### config.mk
export PLATFORM = sky130hd
export DESIGN_NAME = lcd_arbiter
export DESIGN_NICKNAME = d
export VERILOG_FILES = /design/src/rtl/lcd_arbiter.sv
export SDC_FILE = /design/constraint.sdc
export NUM_CORES = 1
export LEC_CHECK = 0
export CORE_ASPECT_RATIO = 0.5
export CORE_MARGIN = 4
export CORE_UTILIZATION = 43
export CTS_CLUSTER_DIAMETER = 150
export CTS_CLUSTER_SIZE = 40
export DETAILED_ROUTE_END_ITERATION = 8
export GPL_TIMING_DRIVEN = 0
export PLACE_DENSITY = 0.67
export SYNTH_ARGS = -nofsm -noshare
export SYNTH_HDL_FRONTEND = slang
export SYNTH_SLANG_ARGS = --single-unit
export TNS_END_PERCENT = 30
### constraint.sdc
create_clock -name clock -period 3.2 [get_ports clock]
set_input_delay 0.48 -clock clock [delete_from_list [all_inputs] [get_ports clock]]
set_output_delay 0.48 -clock clock [all_outputs]
set_load 0.03 [all_outputs]
### src/rtl/lcd_arbiter.sv
// lcd_arbiter: HD44780 power-up sequencer and two-port round-robin byte writer.
// Ports: clock/reset, req/rs/data/ack per requester, LCD_* bus, init_done, busy.
module lcd_arbiter #(
  parameter int T_PWRUP = 375000,
  parameter int T_SU    = 2,
  parameter int T_EN    = 12,
  parameter int T_HOLD  = 2,
  parameter int T_SHORT = 1000,
  parameter int T_LONG  = 41000
) (
  input  logic       clock,
  input  logic       reset,
  input  logic       req0,
  input  logic       req1,
  input  logic       rs0,
  input  logic       rs1,
  input  logic [7:0] data0,
  input  logic [7:0] data1,
  output logic       ack0,
  output logic       ack1,
  output logic [7:0] LCD_data,
  output logic       LCD_rs,
  output logic       LCD_en,
  output logic       LCD_rw,
  output logic       init_done,
  output logic       busy
);

  localparam int M0 = (T_PWRUP > T_LONG) ? T_PWRUP : T_LONG;
  localparam int M1 = (T_SHORT > T_EN) ? T_SHORT : T_EN;
  localparam int M2 = (T_SU > T_HOLD) ? T_SU : T_HOLD;
  localparam int M3 = (M1 > M2) ? M1 : M2;
  localparam int TMAX = (M0 > M3) ? M0 : M3;
  localparam int CW = $clog2(TMAX + 1);

  typedef enum logic [2:0] {
    PWRUP, SETUP, PULSE, HOLD, EXEC, IDLE
  } state_t;

  state_t        r_state, w_nxt;
  logic [CW-1:0] r_cnt, w_cnt;
  logic [1:0]    r_idx, w_idx;
  logic          r_rs, w_rs;
  logic [7:0]    r_data, w_data;
  logic          r_ack0, w_ack0;
  logic          r_ack1, w_ack1;
  logic          r_done, w_done;
  logic          r_last, w_last;
  logic          w_long, w_g0, w_g1;
  logic [CW-1:0] w_wait;

  function automatic logic [7:0] f_init(
    input logic [1:0] i
  );
    logic [7:0] b;
    unique case (i)
      2'd0:    b = 8'h38;
      2'd1:    b = 8'h0C;
      2'd2:    b = 8'h06;
      default: b = 8'h01;
    endcase
    return b;
  endfunction

  // clear/home (0x01..0x03 as commands) need the long wait
  assign w_long = !r_rs && (r_data[7:2] == 6'd0)
                  && (r_data[1:0] != 2'd0);
  assign w_wait = w_long ? CW'(T_LONG - 1)
                         : CW'(T_SHORT - 1);

  // r_last names the port served last; the other wins a tie
  assign w_g0 = req0 && (!req1 || r_last);
  assign w_g1 = req1 && (!req0 || !r_last);

  always_comb begin
    w_nxt  = r_state;
    w_cnt  = r_cnt + 1'b1;
    w_idx  = r_idx;
    w_rs   = r_rs;
    w_data = r_data;
    w_ack0 = 1'b0;
    w_ack1 = 1'b0;
    w_done = r_done;
    w_last = r_last;
    unique case (r_state)
      PWRUP: begin
        if (r_cnt == CW'(T_PWRUP - 1)) begin
          w_nxt  = SETUP;
          w_cnt  = '0;
          w_idx  = 2'd0;
          w_rs   = 1'b0;
          w_data = f_init(2'd0);
        end
      end
      SETUP: begin
        if (r_cnt == CW'(T_SU - 1)) begin
          w_nxt = PULSE;
          w_cnt = '0;
        end
      end
      PULSE: begin
        if (r_cnt == CW'(T_EN - 1)) begin
          w_nxt = HOLD;
          w_cnt = '0;
        end
      end
      HOLD: begin
        if (r_cnt == CW'(T_HOLD - 1)) begin
          w_nxt = EXEC;
          w_cnt = '0;
        end
      end
      EXEC: begin
        if (r_cnt == w_wait) begin
          w_cnt = '0;
          if (r_done) begin
            w_nxt = IDLE;
          end else if (r_idx == 2'd3) begin
            w_nxt  = IDLE;
            w_done = 1'b1;
          end else begin
            w_nxt  = SETUP;
            w_idx  = r_idx + 2'd1;
            w_data = f_init(r_idx + 2'd1);
          end
        end
      end
      IDLE: begin
        w_cnt = '0;
        unique case (1'b1)
          w_g0: begin
            w_nxt  = SETUP;
            w_ack0 = 1'b1;
            w_rs   = rs0;
            w_data = data0;
            w_last = 1'b0;
          end
          w_g1: begin
            w_nxt  = SETUP;
            w_ack1 = 1'b1;
            w_rs   = rs1;
            w_data = data1;
            w_last = 1'b1;
          end
          default: ;
        endcase
      end
      default: w_nxt = PWRUP;
    endcase
  end

  always_ff @(posedge clock or negedge reset) begin
    if (!reset) begin
      r_state <= PWRUP;
      r_cnt   <= '0;
      r_idx   <= 2'd0;
      r_rs    <= 1'b0;
      r_data  <= 8'h00;
      r_ack0  <= 1'b0;
      r_ack1  <= 1'b0;
      r_done  <= 1'b0;
      r_last  <= 1'b1;
    end else begin
      r_state <= w_nxt;
      r_cnt   <= w_cnt;
      r_idx   <= w_idx;
      r_rs    <= w_rs;
      r_data  <= w_data;
      r_ack0  <= w_ack0;
      r_ack1  <= w_ack1;
      r_done  <= w_done;
      r_last  <= w_last;
    end
  end

  // decoded from the state register so reset drops LCD_en at once
  assign LCD_en    = (r_state == PULSE);
  assign busy      = (r_state != IDLE);
  assign LCD_rw    = 1'b0;
  assign LCD_rs    = r_rs;
  assign LCD_data  = r_data;
  assign ack0      = r_ack0;
  assign ack1      = r_ack1;
  assign init_done = r_done;

endmodule

==> reports/qor.yml <==
run_status:
  outcome: "finished clean"
worst_setup_path:
  cp.arrival_ns: 3.01
  worstPathRequired_ns: 3.35
  crit_type: "register to register"
  crit_path_start_kind: "register"
  cp_max_fo: 10
  startpoint: "r_cnt[18]"
  critPathCapture: "r_cnt[9]"
  reg2reg_from: "r_cnt[18]"
  reg2reg_depth: 6
  r2r_setup_slack_ns: 0.34
  regToRegEndpoint: "r_cnt[9]"
  critPathCaptureType: "register"
layout:
  layout_commonest_cell: "dfrtp_1"
  fin_util_pct: 55.51
  layoutNonFillerInstCount: 355
  drive_gt1_share_pct: 9.825
  layout_common_cells: "dfrtp_1, clkdlybuf4s50_1, nand2_1"
  num-nets-final: 313
  final_cell_area_um2: 2750
  syn_to_final_growth_pct: 23.69
  diodes: 0
power:
  power_per_cell_area_nw_per_um2: 316.3
  power_leakage_nw: 1.100
  vdd_drop_max_uv: 180.7
  power_mw: 0.8698
sta:
  rsz0062_at_grt: "false"
  fin_crit_sh_pct: 89.50
  finalSetupTns_ns: 0
  clock_skew_ns: 0.009803
  hold_ws_ns: 0.2765
  max_slew_margin_pct: 44.85
  worst_pin_slew_ns: 0.8273
  fin_crit_ns: 2.864
  drv_slew: 0
  setup_viol: 0
  hold_viol: 0
  worst_slack_ns: 0.3359
  max_freq_ghz: 0.3492
global_routing:
  gr-total-overflow: 0
  antenna_found_initial: 0
  grt_max_degree: 38
  grt_pass1_vias: 1858
  grt_use_total_pct: 16.81
  grt_pass1_wl_um: 8466
routing:
  drtIter0Drc: 90
  vias: 1920
  via_per_inst: 5.408
  wl_per_cell_um: 14.46
  drtPass1Iterations: 4
  drc: 0
  wirelength_um: 5134
  drtAntennaViolNets: 0
flow_run:
  maxCapViolCount: 0
cts:
  clkSlewWorstSetupHoldPaths_ns: 0.07
  clockBufferDepth: 2
  hold_buffers: 0
  htree_levels: 2
  cts_buffers: 5
  root_buffer: "clkbuf_8"
  cts_tree: "yes"
  numClockSinks: 37
  clock_latency_ns: 0.29
placed_design:
  dp_hpwl_um: 3739
  globalplace.congestion: 0.9053
  port_buffers: 35
  placed_area_um2: 2656
  dp_slack_ns: 0.2836
  dpl.cell_count: 348
synthesis:
  async_reset_ff_share_pct: 100.0
  syn-num-nets: 271
  synth_edf_count: 0
  yosysTopAreaCell: "dfrtp_1"
  ys.flop_type: "dfrtp_1"
  seq_area_frac_synth_pct: 41.70
  yosys_warnings: 0
  syn-cell-area_um2: 2223
  yosysTopAreaCellShare_pct: 40.52
  ys_ff_latch: 37
  syn_avg_cell_area_um2: 9.150
  synthCells: 243
  synth_cell_types: 49
  synth_area_leaders: "dfrtp_1, a21oi_1, xor2_1, mux2_2, nand2_1"
floorplanning:
  core_um2: 4955
  dieWidth_um: 109.7
  num_rows: 18
  start_util_pct: 44.87
  die-area_um2: 6455
  ios: 37
  fp.dieH_um: 58.85
min_path:
  hp-class: "primary input to async pin"
==> how the worst min path moves through the flow <==
stage	end	slack [ns]	cells past startpoint
finish	LCD_data[6]	0.28	1
global route	LCD_data[6]	0.35	1
CTS	LCD_data[6]	0.32	1
detailed placement	init_done	0.47	1
global placement	r_cnt[0]	0.47	1
floorplan	LCD_data[0]	0.18	0
==> layer usage <==
metal	GRT usage (%)	wire, µm
met2	26.80	2277
met5	0	0
met4	5.329	30
met3	4.381	325
met1	22.60	2501
==> Yosys cell counts (2+ instances only) <==
cell / number
dfrtp_1: 36
nand2_1: 27
a21oi_1: 25
nor2_1: 17
xor2_1: 12
clkbuf_1: 9
mux2_2: 9
nand3_1: 9
o21ai_0: 7
xnor2_1: 7
ha_1: 6
nor3_1: 6
or4_1: 6
and3_1: 5
inv_1: 5
or2_2: 5
nand4_1: 4
nand4b_1: 4
or3_1: 4
nand2b_1: 3
nor2b_1: 3
nor4_1: 3
a21o_1: 2
a311oi_1: 2
mux2i_1: 2
o211ai_1: 2
==> cell type report <==
type                    count  area [µm²]
clock buffers               7       86.33
flip-flops and latches     37       927.1
plain buffers              11       46.29
repair buffers             35       345.3
inverters                   5       18.77
fillers                   463        2205
well taps                  70       87.58
multi-input cells         190        1239
==> repair_timing <==
item	CTS	global route
buffers inserted	0	0
setup endpoints to repair	0	8
gates resized for setup	0	1
==> flip-flops by register name, indices dropped and copies added, names as in the netlist <==
name,flops
r_cnt,19
LCD_data,8
r_state,3
r_idx,2
LCD_rs,1
ack0,1
ack1,1
init_done,1
r_last,1
==> logic make-up after synthesis <==
| group | Yosys count | share of synthesized area [%] |
|---|---|---|
| AO/OA/AOI/OAI | 55 | 16.26 |
| XOR/XNOR | 19 | 7.485 |
| adder cells (fa/ha/maj) | 6 | 3.376 |
| buffers and inverters | 16 | 2.926 |
| flip-flops | 37 | 41.70 |
| multiplexers | 11 | 5.459 |
| other | 1 | 0.1687 |
| AND/OR/NAND/NOR | 98 | 22.62 |
==> worst max-delay path: stages, from the launching register on <==
cell and delay (ns):
dfrtp_1 0.41, or4_1 0.55, or4_1 0.51, clkbuf_2 0.18
o21ai_1 0.56, clkbuf_1 0.40, a21oi_1 0.12
==> power by group <==
group          total (mW)  leakage (nW)  internal, mW  switching [mW]
registers           0.475         0.457         0.472         0.00296
logic              0.0657         0.599        0.0343          0.0314
clock network       0.330        0.0443         0.171           0.159
Power figures use the tool's default switching activity.
